### src/rtl/sram_write_master_if.sv
// sram_write_master_if
//   Arbiter handshake plus Wishbone master signals of the SRAM write path.
//   master : bus_req, wb_adr_o, wb_dat_o, wb_sel_o, wb_we_o, wb_cyc_o, wb_stb_o out;
//            bus_gnt, wb_ack_i, wb_err_i in.
//   slave  : mirror of master (arbiter + SRAM controller side).
interface sram_write_master_if;
  logic        bus_req;
  logic        bus_gnt;
  logic [31:0] wb_adr_o;
  logic [31:0] wb_dat_o;
  logic [3:0]  wb_sel_o;
  logic        wb_we_o;
  logic        wb_cyc_o;
  logic        wb_stb_o;
  logic        wb_ack_i;
  logic        wb_err_i;

  modport master (
    output bus_req, wb_adr_o, wb_dat_o, wb_sel_o, wb_we_o, wb_cyc_o, wb_stb_o,
    input  bus_gnt, wb_ack_i, wb_err_i
  );

  modport slave (
    input  bus_req, wb_adr_o, wb_dat_o, wb_sel_o, wb_we_o, wb_cyc_o, wb_stb_o,
    output bus_gnt, wb_ack_i, wb_err_i
  );
endinterface

### src/rtl/sram_write_master.sv
// sram_write_master
//   Takes one word at a time from the upstream stage (sram_start/sram_data),
//   arbitrates for the shared bus and writes it into a circular SRAM buffer.
//   Ports:
//     wb_clk, wb_rst (async, active-low)  clock / reset
//     enable                  low aborts a pending request, clears wr_ptr/err
//     base_addr, buf_words    circular buffer placement and length (0 -> 1)
//     sram_start, sram_data   upstream word handshake (level until data_done)
//     grant                   high while the word is being written
//     data_done               one-cycle completion pulse (ok or error)
//     bus                     arbiter + Wishbone master signals
//     wr_ptr, wrap, err       next word index, wrap pulse, sticky error
//   All outputs are registered.
module sram_write_master #(
  parameter int TIMEOUT   = 255,
  parameter int PTR_WIDTH = 16
) (
  input  logic                 wb_clk,
  input  logic                 wb_rst,
  input  logic                 enable,
  input  logic [31:0]          base_addr,
  input  logic [PTR_WIDTH-1:0] buf_words,
  input  logic                 sram_start,
  input  logic [31:0]          sram_data,
  output logic                 grant,
  output logic                 data_done,
  sram_write_master_if.master  bus,
  output logic [PTR_WIDTH-1:0] wr_ptr,
  output logic                 wrap,
  output logic                 err
);

  localparam int CW = (TIMEOUT < 2) ? 1 : $clog2(TIMEOUT + 1);
  localparam logic [CW-1:0] CNT_LAST = CW'(TIMEOUT - 1);

  typedef enum logic [2:0] {IDLE, REQ, WRITE, DONE, HOLD} state_t;

  state_t               state_q, state_d;
  logic [31:0]          dat_q, dat_d;
  logic [31:0]          adr_q, adr_d;
  logic                 bus_req_q, bus_req_d;
  logic                 cyc_q, cyc_d;
  logic                 grant_q, grant_d;
  logic                 done_q, done_d;
  logic                 wrap_q, wrap_d;
  logic                 err_q, err_d;
  logic [PTR_WIDTH-1:0] ptr_q, ptr_d;
  logic [CW-1:0]        cnt_q, cnt_d;

  // Byte-lane bits of the base are dropped; word index scaled to bytes.
  logic [31:0]          base_al;
  logic [31:0]          ptr_off;
  logic [PTR_WIDTH-1:0] last_idx;
  logic                 unused_base_lsb;

  assign base_al         = {base_addr[31:2], 2'b00};
  assign ptr_off         = 32'(ptr_q) << 2;
  assign unused_base_lsb = ^base_addr[1:0];
  // A zero-length buffer behaves as a single word.
  assign last_idx        = (buf_words == '0) ? '0 : buf_words - 1'b1;

  always_comb begin
    state_d   = state_q;
    dat_d     = dat_q;
    adr_d     = adr_q;
    bus_req_d = bus_req_q;
    cyc_d     = cyc_q;
    grant_d   = grant_q;
    done_d    = 1'b0;
    wrap_d    = 1'b0;
    err_d     = err_q;
    ptr_d     = ptr_q;
    cnt_d     = cnt_q;

    case (state_q)
      IDLE: begin
        bus_req_d = 1'b0;
        cyc_d     = 1'b0;
        grant_d   = 1'b0;
        if (!enable) begin
          ptr_d = '0;
          err_d = 1'b0;
        end else if (sram_start) begin
          dat_d   = sram_data;
          state_d = REQ;
        end
      end

      REQ: begin
        if (!enable) begin
          bus_req_d = 1'b0;
          state_d   = IDLE;
        end else begin
          bus_req_d = 1'b1;
          // Grant is only honoured once our request is actually visible.
          if (bus_req_q && bus.bus_gnt) begin
            state_d = WRITE;
            cyc_d   = 1'b1;
            grant_d = 1'b1;
            adr_d   = base_al + ptr_off;
            cnt_d   = '0;
          end
        end
      end

      WRITE: begin
        // enable is ignored here: a started bus cycle always completes.
        if (bus.wb_err_i || bus.wb_ack_i || cnt_q == CNT_LAST) begin
          state_d   = DONE;
          cyc_d     = 1'b0;
          grant_d   = 1'b0;
          bus_req_d = 1'b0;
          done_d    = 1'b1;
          if (bus.wb_err_i || !bus.wb_ack_i) begin
            err_d = 1'b1;
          end else if (ptr_q >= last_idx) begin
            // >= also covers a buffer shrunk below the current pointer.
            ptr_d  = '0;
            wrap_d = 1'b1;
          end else begin
            ptr_d = ptr_q + 1'b1;
          end
        end else begin
          cnt_d = cnt_q + 1'b1;
        end
      end

      DONE: state_d = HOLD;

      // One quiet cycle so upstream can drop sram_start after data_done.
      HOLD: state_d = IDLE;

      default: begin
        state_d   = IDLE;
        bus_req_d = 1'b0;
        cyc_d     = 1'b0;
        grant_d   = 1'b0;
      end
    endcase
  end

  always_ff @(posedge wb_clk or negedge wb_rst) begin
    if (!wb_rst) begin
      state_q   <= IDLE;
      dat_q     <= '0;
      adr_q     <= '0;
      bus_req_q <= 1'b0;
      cyc_q     <= 1'b0;
      grant_q   <= 1'b0;
      done_q    <= 1'b0;
      wrap_q    <= 1'b0;
      err_q     <= 1'b0;
      ptr_q     <= '0;
      cnt_q     <= '0;
    end else begin
      state_q   <= state_d;
      dat_q     <= dat_d;
      adr_q     <= adr_d;
      bus_req_q <= bus_req_d;
      cyc_q     <= cyc_d;
      grant_q   <= grant_d;
      done_q    <= done_d;
      wrap_q    <= wrap_d;
      err_q     <= err_d;
      ptr_q     <= ptr_d;
      cnt_q     <= cnt_d;
    end
  end

  assign bus.bus_req  = bus_req_q;
  assign bus.wb_adr_o = adr_q;
  assign bus.wb_dat_o = dat_q;
  assign bus.wb_sel_o = {4{cyc_q}};
  assign bus.wb_we_o  = cyc_q;
  assign bus.wb_cyc_o = cyc_q;
  assign bus.wb_stb_o = cyc_q;
  assign grant        = grant_q;
  assign data_done    = done_q;
  assign wr_ptr       = ptr_q;
  assign wrap         = wrap_q;
  assign err          = err_q;

endmodule

### src/flat_wrapper.sv
// flat-port wrapper written by rule: the top's interface ports become plain ports
module sram_write_master_flat 
#(
  parameter int TIMEOUT   = 255,
  parameter int PTR_WIDTH = 16
)
  (wb_clk, wb_rst, enable, base_addr, buf_words, sram_start, sram_data, grant, data_done, wr_ptr, wrap, err, bus_bus_req, bus_wb_adr_o, bus_wb_dat_o, bus_wb_sel_o, bus_wb_we_o, bus_wb_cyc_o, bus_wb_stb_o, bus_bus_gnt, bus_wb_ack_i, bus_wb_err_i);
  sram_write_master_if bus_i ();
  input  logic wb_clk;
  input  logic wb_rst;
  input  logic enable;
  input  logic [31:0] base_addr;
  input  logic [PTR_WIDTH-1:0] buf_words;
  input  logic sram_start;
  input  logic [31:0] sram_data;
  output logic grant;
  output logic data_done;
  output logic [PTR_WIDTH-1:0] wr_ptr;
  output logic wrap;
  output logic err;
  output wire logic [$bits(bus_i.bus_req)-1:0] bus_bus_req;
  output wire logic [$bits(bus_i.wb_adr_o)-1:0] bus_wb_adr_o;
  output wire logic [$bits(bus_i.wb_dat_o)-1:0] bus_wb_dat_o;
  output wire logic [$bits(bus_i.wb_sel_o)-1:0] bus_wb_sel_o;
  output wire logic [$bits(bus_i.wb_we_o)-1:0] bus_wb_we_o;
  output wire logic [$bits(bus_i.wb_cyc_o)-1:0] bus_wb_cyc_o;
  output wire logic [$bits(bus_i.wb_stb_o)-1:0] bus_wb_stb_o;
  input wire logic [$bits(bus_i.bus_gnt)-1:0] bus_bus_gnt;
  input wire logic [$bits(bus_i.wb_ack_i)-1:0] bus_wb_ack_i;
  input wire logic [$bits(bus_i.wb_err_i)-1:0] bus_wb_err_i;
  assign bus_bus_req = bus_i.bus_req;
  assign bus_wb_adr_o = bus_i.wb_adr_o;
  assign bus_wb_dat_o = bus_i.wb_dat_o;
  assign bus_wb_sel_o = bus_i.wb_sel_o;
  assign bus_wb_we_o = bus_i.wb_we_o;
  assign bus_wb_cyc_o = bus_i.wb_cyc_o;
  assign bus_wb_stb_o = bus_i.wb_stb_o;
  assign bus_i.bus_gnt = bus_bus_gnt;
  assign bus_i.wb_ack_i = bus_wb_ack_i;
  assign bus_i.wb_err_i = bus_wb_err_i;
  sram_write_master #(.TIMEOUT(TIMEOUT), .PTR_WIDTH(PTR_WIDTH)) u_core (.wb_clk(wb_clk), .wb_rst(wb_rst), .enable(enable), .base_addr(base_addr), .buf_words(buf_words), .sram_start(sram_start), .sram_data(sram_data), .grant(grant), .data_done(data_done), .bus(bus_i), .wr_ptr(wr_ptr), .wrap(wrap), .err(err));
endmodule
### config.mk
export PLATFORM = sky130hd
export DESIGN_NAME = sram_write_master_flat
export DESIGN_NICKNAME = d
export VERILOG_FILES = /design/src/rtl/sram_write_master_if.sv /design/src/rtl/sram_write_master.sv /design/src/flat_wrapper.sv
export SDC_FILE = /design/constraint.sdc
export NUM_CORES = 1
export LEC_CHECK = 0
export ABC_AREA = 1
export BUFFER_PORTS_ARGS = -buffer_cell sky130_fd_sc_hd__buf_2
export CORE_ASPECT_RATIO = 0.8
export CORE_MARGIN = 2
export CORE_UTILIZATION = 50
export CTS_CLUSTER_SIZE = 14
export DETAILED_ROUTE_END_ITERATION = 7
export PLACE_DENSITY = 0.82
export SKIP_CTS_REPAIR_TIMING = 1
export SKIP_LAST_GASP = 1
export SLEW_MARGIN = 20
export SYNTH_ARGS = -nofsm -noshare
export SYNTH_HDL_FRONTEND = slang
export SYNTH_SLANG_ARGS = --single-unit
### constraint.sdc
create_clock -name wb_clk -period 2.72 [get_ports wb_clk]
set_clock_uncertainty 0.1 [all_clocks]
set_input_delay 0 -clock wb_clk [delete_from_list [all_inputs] [get_ports wb_clk]]
set_output_delay 0 -clock wb_clk [all_outputs]
set_load 0.05 [all_outputs]
==> results of run 1 <==
## cell usage after synthesis, types with 3 or more instances
| cell | n |
|---|---|
| o21ai_1 | 9 |
| clkbuf_1 | 4 |
| o31ai_1 | 3 |
| buf_4 | 10 |
| or2_2 | 5 |
| o21bai_1 | 3 |
| mux2_1 | 30 |
| nor2_2 | 8 |
| dfrtp_1 | 94 |
| ha_1 | 37 |
| nand2_2 | 5 |
| xnor2_1 | 14 |
| xor2_1 | 14 |
| o31ai_2 | 3 |
| nor3_1 | 7 |
| nor2_4 | 3 |
| nor2_1 | 69 |
| nand2_4 | 3 |
| nand3_1 | 63 |
| inv_2 | 8 |
| nand4_1 | 29 |
| a21oi_1 | 23 |
| o21ai_0 | 19 |
| nor3_2 | 3 |
| nand2_1 | 285 |
| buf_2 | 8 |
| nand3b_1 | 5 |
| inv_1 | 109 |
## report_power, final
| part | total (mW) | internal, mW | leakage, nW | switching (mW) |
|---|---|---|---|---|
| combinational | 3.34 | 0.825 | 3.39 | 2.52 |
| sequential | 2.23 | 1.92 | 1.21 | 0.314 |
| clock | 1.29 | 0.653 | 0.145 | 0.634 |
| total | 6.86 | 3.40 | 4.74 | 3.47 |
## final timing paths
kind                       cells past startpoint                      end                     from
min reg2reg                                    2  u_core.bus.wb_adr_o[22]  u_core.bus.wb_adr_o[22]
min                                            4   u_core.bus.wb_adr_o[2]             base_addr[2]
max                                           10  u_core.bus.wb_adr_o[18]        u_core.wr_ptr[13]
max reg2reg                                   10  u_core.bus.wb_adr_o[18]        u_core.wr_ptr[13]
max in group asynchronous                      3   u_core.bus.wb_dat_o[9]                   wb_rst
min in group asynchronous                      2  u_core.bus.wb_adr_o[26]                   wb_rst
## per-layer routing
layer	track usage	vias up
met5	0	-
met4	0.0637	0
met3	0.0463	24
met2	0.378	232
met1	0.346	3050
li1	-	3308
## critical path, delay by kind of cell (launching register included)
| family | cells | cell delay, ps |
|---|---|---|
| AOI/OAI and AO/OA | 2 | 200 |
| adders and majority gates | 1 | 410 |
| buffers and inverters | 1 | 80 |
| DFF | 1 | 510 |
| and+or+nand+nor | 6 | 880 |
## sequential cells by signal, indices dropped and copies added (netlist names)
name	cells
u_core.data_done	1
u_core.bus.wb_cyc_o	1
u_core.state_q	3
u_core.wrap	1
u_core.bus.wb_dat_o	32
u_core.err	1
u_core.bus.wb_adr_o	30
u_core.wr_ptr	16
u_core.cnt_q	8
u_core.bus.bus_req	1
## logic make-up (layout without fill, tap and decap cells)
family,count (synthesis),in the layout
adders and majority gates,38,38
other,1,2
and+or+nand+nor,493,493
AOI/OAI and AO/OA,63,63
xor gates and xnor gates,28,28
muxes,32,32
buffers and inverters,142,373
DFF,94,94
## layout make-up
type / instances / area, um^2
Fill cell: 1080 / 4380
Multi-Input combinational cell: 656 / 3630
Sequential cell: 94 / 2350
Timing Repair Buffer: 238 / 1490
Inverter: 119 / 448
Clock buffer: 9 / 225
Tap cell: 175 / 219
Clock inverter: 7 / 75.1
==> results.json, run 1 <==
{
  "status": "finished, violations left",
  "violations": "hold timing",
  "cp_max_fo": 7,
  "cp-end-kind": "flop",
  "nNetsFinal": 1243,
  "ys_warn_count": 0,
  "initial_core_util": 0.512,
  "dp_cells": 1231,
  "finalCritPeriodShare": 0.843,
  "synth_mux_area_frac": 0.0549,
  "rsz0062_at_grt": "false",
  "worst_path_max_delay_cell": "dfrtp_1",
  "num_rows": 37,
  "pre_cts_slack_ps": 182,
  "worstPathCellList": "ha_1 -> nand2_1 -> nor2_1 -> inv_1 -> nor2_1 -> nor2_1 -> nand2_1 -> a21oi_1 -> o21ai_0 -> nand2_1",
  "cp_slowest_stage_delay_ps": 510,
  "synth_adder_area_share": 0.0735,
  "ys_types": 43,
  "hold_viol_final": 1,
  "instances_no_fill": 1298,
  "drc_errors": 0,
  "synth_top_family_by_area": "simple AND/OR/NAND/NOR gates",
  "ys_seq_elements": 94,
  "finalSetupViolations": 0,
  "h-tree-depth": 3,
  "timing.final.ws_setup_ps": 426,
  "fp.dieArea_um2": 14100,
  "area_growth_pct": 28.6,
  "required_ps": 2860,
  "cts_root_buf": "clkbuf_16",
  "reg2reg_setup_slack_ps": 430,
  "grt-ovfl-total": 0,
  "syn_inst": 891,
  "p_leak_nw": 4.74,
  "wirelength_um": 18300,
  "maxCapViolations": 0,
  "die_w_um": 132,
  "finalSetupTns_ps": 0,
  "first_pass_iters": 5,
  "cts.sinks": 94,
  "yosys.area_share.simple": 0.331,
  "numCtsBuffers": 9,
  "netlist_area_um2": 6570,
  "synth-compound-area-share": 0.0549,
  "ys_seq_area_frac": 0.358,
  "fmax_mhz": 436,
  "yosys.area.top_type": "dfrtp_1",
  "via_per_inst": 5.10,
  "stdcell_area_um2": 8440,
  "drive_gt1_frac": 0.219,
  "period_needed_ps": 2290,
  "final_common_cell": "nand2_1",
  "clk_pin_slew_worst_paths_ps": 80,
  "drt_iter0_markers": 476,
  "wl_met2_um": 8370,
  "yosys-top-cells-area": "dfrtp_1 (36%), nand2_1 (16%), ha_1 (7.0%)",
  "wl_met3_um": 1240,
  "coreArea_um2": 12800,
  "crit_path_start_kind": "flop",
  "finalWeightedCongestion": 0.954,
  "synth_edf_count": 0,
  "synth_top_area_frac": 0.358,
  "hold-worst-slack_ps": -15.5,
  "synth-main-ff-cell": "dfrtp_1",
  "io_buffer_count": 174,
  "postRouteAntennaNets": 0,
  "worst_skew_pair.late_latency_ps": 350,
  "synth_async_sr_flop_share": 1.00,
  "vdd_drop_max_mv": 0.538,
  "powerDensity_nw_per_um2": 813,
  "chipHeight_um": 107,
  "ios": 179,
  "grt_pass1_wl_um": 27500,
  "wl_per_cell_um": 14.1,
  "drv_slew": 0,
  "wl_met1_um": 8430,
  "grt_pass1_vias": 5670,
  "cp.arrival_ps": 2430,
  "syn-mean-instance-area_um2": 7.37,
  "clockBufferDepth": 2,
  "antennaDiodeCount": 0,
  "fin_util": 0.658,
  "hpwl_um": 13200,
  "dpl_cell_area_um2": 7630,
  "cts_tree": "yes",
  "final_cell_mix": "nand2_1 (285), buf_2 (173), inv_1 (109), dfrtp_1 (94), nor2_1 (69)",
  "grt_util_all_layers": 0.242,
  "worst_pin_slew_ps": 771,
  "dr.max_layer_used": "met4",
  "antenna_found_initial": 0,
  "synthXorXnorAreaFrac": 0.0373,
  "crit_type": "flop to flop",
  "grt_max_degree": 53,
  "timing.slew.headroom": 0.484,
  "hold_path_class": "input pin to flop",
  "vias": 6614,
  "power_mw": 6.86
}
Power figures use the tool's default switching activity.
==> inputs of run 2 (changes only) <==
ABC_AREA = 0   (was 1)
CORE_UTILIZATION = 47   (was 50)
clock period = 2 ns   (was 2.72 ns; I/O delays follow)
==> run 2 against run 1 <==
Compared with the run above: the run ends with hold timing, setup timing left; sequential share of layout area fell by 1.4 points; combinational power fell by 1%; worst setup slack lost 1500 ps; clock power increased by 48%; first-iteration DRC count fell by 24%; sequential cell count unchanged; register-to-register slack got worse by 1100 ps; count of clock-buffer cells in the layout did not move; critical path depth rose by 6; utilization increased by 10 points; global-route usage down 1.0 points; final cell count decreased by 17%.
==> results.json, run 2 <==
{
  "synth_top_area_frac": 0.412,
  "antenna_found_initial": 0,
  "timing.final.ws_setup_ps": -1040,
  "crit_type": "input pin to flop",
  "timing.slew.headroom": 0.660,
  "ys_seq_area_frac": 0.412,
  "worst_skew_pair.late_latency_ps": 350,
  "vias": 5896,
  "p_leak_nw": 4.48,
  "clockBufferDepth": 2,
  "die_w_um": 127,
  "syn-mean-instance-area_um2": 9.49,
  "numCtsBuffers": 9,
  "syn_inst": 602,
  "hold_viol_final": 17,
  "drt_iter0_markers": 360,
  "synth-main-ff-cell": "dfrtp_1",
  "reg2reg_setup_slack_ps": -660,
  "synthTopCellsByCount": "dfrtp_1 (94), nand2_1 (83), o21ai_0 (49)",
  "grt_use_met3": 0.0441,
  "hold-worst-slack_ps": -15.9,
  "ios": 179,
  "finalSetupViolations": 40,
  "h-tree-depth": 3,
  "synth_most_common_cell": "dfrtp_1",
  "wirelength_um": 18400,
  "r2r-end": "u_core.wr_ptr[5]",
  "io_buffer_count": 174,
  "postRouteAntennaNets": 0,
  "area_growth_pct": 55.8,
  "period_needed_ps": 3040,
  "fmax_mhz": 329,
  "coreArea_um2": 11700,
  "drv_slew": 0,
  "gr-usage-met2": 0.390,
  "instances_no_fill": 1080,
  "crit_path_start_kind": "input pin",
  "grt_max_degree": 51,
  "grt-ovfl-total": 0,
  "nNetsFinal": 1050,
  "first_pass_iters": 5,
  "maxCapViolations": 0,
  "reg2reg_depth": 11,
  "ys_types": 60,
  "ys_seq_elements": 94,
  "yosys.area.top_type": "dfrtp_1",
  "chipHeight_um": 103,
  "hold_path_class": "input pin to asynchronous set/reset pin",
  "dpl_cell_area_um2": 7530,
  "dp_cells": 996,
  "worst_pin_slew_ps": 510,
  "final_common_cell": "buf_2",
  "cp-end-kind": "flop",
  "cts_root_buf": "clkbuf_16",
  "via_per_inst": 5.46,
  "cp_max_fo": 6,
  "violations": "hold timing, setup timing",
  "startpoint": "buf_words[5]",
  "powerDensity_nw_per_um2": 881,
  "status": "finished, violations left",
  "finalCritPeriodShare": 1.52,
  "drc_errors": 0,
  "required_ps": 2190,
  "synth_async_sr_flop_share": 1.00,
  "grt_util_all_layers": 0.232,
  "hpwl_um": 11800,
  "rsz0062_at_grt": "true",
  "crit_end": "u_core.wr_ptr[5]",
  "yosys-top-cells-area": "dfrtp_1 (41%), ha_1 (8.1%), mux2_2 (6.3%)",
  "drive_gt1_frac": 0.453,
  "ys_warn_count": 0,
  "r2r-start": "u_core.wr_ptr[0]",
  "fp.dieArea_um2": 13100,
  "clk_pin_slew_worst_paths_ps": 70,
  "final_cell_mix": "buf_2 (171), buf_4 (104), dfrtp_1 (89), nand2_1 (78), dlygate4sd3_1 (53)",
  "largest_reg_flops": 32,
  "netlist_area_um2": 5720,
  "wl_per_cell_um": 17.0,
  "grt_pass1_wl_um": 24400,
  "initial_core_util": 0.489,
  "finalWeightedCongestion": 0.854,
  "grtUsageMet1": 0.308,
  "grt_pass1_vias": 5207,
  "num_rows": 35,
  "grt_busiest_layer": "met2",
  "cp.arrival_ps": 3230,
  "cts.sinks": 94,
  "stdcell_area_um2": 8910,
  "synth_edf_count": 0,
  "cts_tree": "yes",
  "vdd_drop_max_mv": 0.496
}
run 2: per-stage QoR:
| step | hold slack, ps | TNS (ps) | util | power [mW] | setup slack [ps] |
|---|---|---|---|---|---|
| 3_5_place_dp | -190 | -28560 | 0.644 | 5.76 | -1440 |
| 3_3_place_gp | -191 | -26580 | 0.644 | 5.67 | -1340 |
| 2_1_floorplan | -396 | -29150 | - | 4.86 | -1130 |
| 4_1_cts | -560 | -23170 | 0.672 | 7.66 | -1070 |
| 6_report | -15.9 | -21660 | 0.762 | 7.85 | -1040 |
| 5_1_grt | 10.3 | -26860 | 0.761 | 8.16 | -1210 |
run 2: logic make-up after synthesis:
logic type                 share of synthesized area
xor gates and xnor gates                      0.0628
DFF                                            0.412
adders and majority gates                     0.0845
AOI/OAI and AO/OA                              0.157
buffers and inverters                         0.0383
and+or+nand+nor                                0.180
muxes                                         0.0648
other                                       0.000656
run 2: how the worst min path moves through the flow:
stage,slack [ps],from,cells past startpoint,endpoint
6_report,-20,wb_rst,2,u_core.bus.wb_adr_o[2]
5_1_grt,10,wb_rst,2,u_core.bus.wb_adr_o[2]
3_5_place_dp,-190,wb_rst,1,u_core.bus.wb_adr_o[22]
3_3_place_gp,-190,wb_rst,1,u_core.bus.wb_adr_o[22]
2_1_floorplan,-400,wb_rst,0,u_core.bus.bus_req
4_1_cts,-560,wb_rst,1,u_core.cnt_q[5]
run 2: critical path, cell delays in order:
cell	delay (ps)
buf_6	90
or4_4	550
nor3_4	200
nand2_1	110
nor2_2	110
nand3b_1	130
and2_1	190
ha_1	270
nand2b_1	140
a21o_1	190
a211oi_2	240
o211ai_1	150
a211o_2	390
clkbuf_16	190
nor3b_2	180
a21o_1	100
run 2: area by class of cell:
class | count | area [um^2]
antenna | 2 | 5.00
fill | 741 | 2790
clock buffer | 9 | 225
timing repair buffer | 341 | 2370
sequential | 94 | 2360
inverter | 13 | 48.8
multi-input combinational | 466 | 3610
clock inverter | 7 | 103
tap | 148 | 185
run 2: where the power goes:
group / internal [mW] / leakage [nW] / switching (mW) / total (mW)
Sequential: 2.37 / 1.20 / 0.283 / 2.65
Combinational: 0.932 / 3.12 / 2.36 / 3.29
Clock: 1.11 / 0.157 / 0.801 / 1.91
Total: 4.41 / 4.48 / 3.44 / 7.85
run 2: metal layers:
| metal | wire (um) | vias up | part of all wire |
|---|---|---|---|
| met5 | 0 | - | 0 |
| met4 | 417 | 0 | 0.023 |
| li1 | - | 2811 | - |
| met2 | 9190 | 209 | 0.50 |
| met3 | 1100 | 34 | 0.060 |
| met1 | 7670 | 2842 | 0.42 |
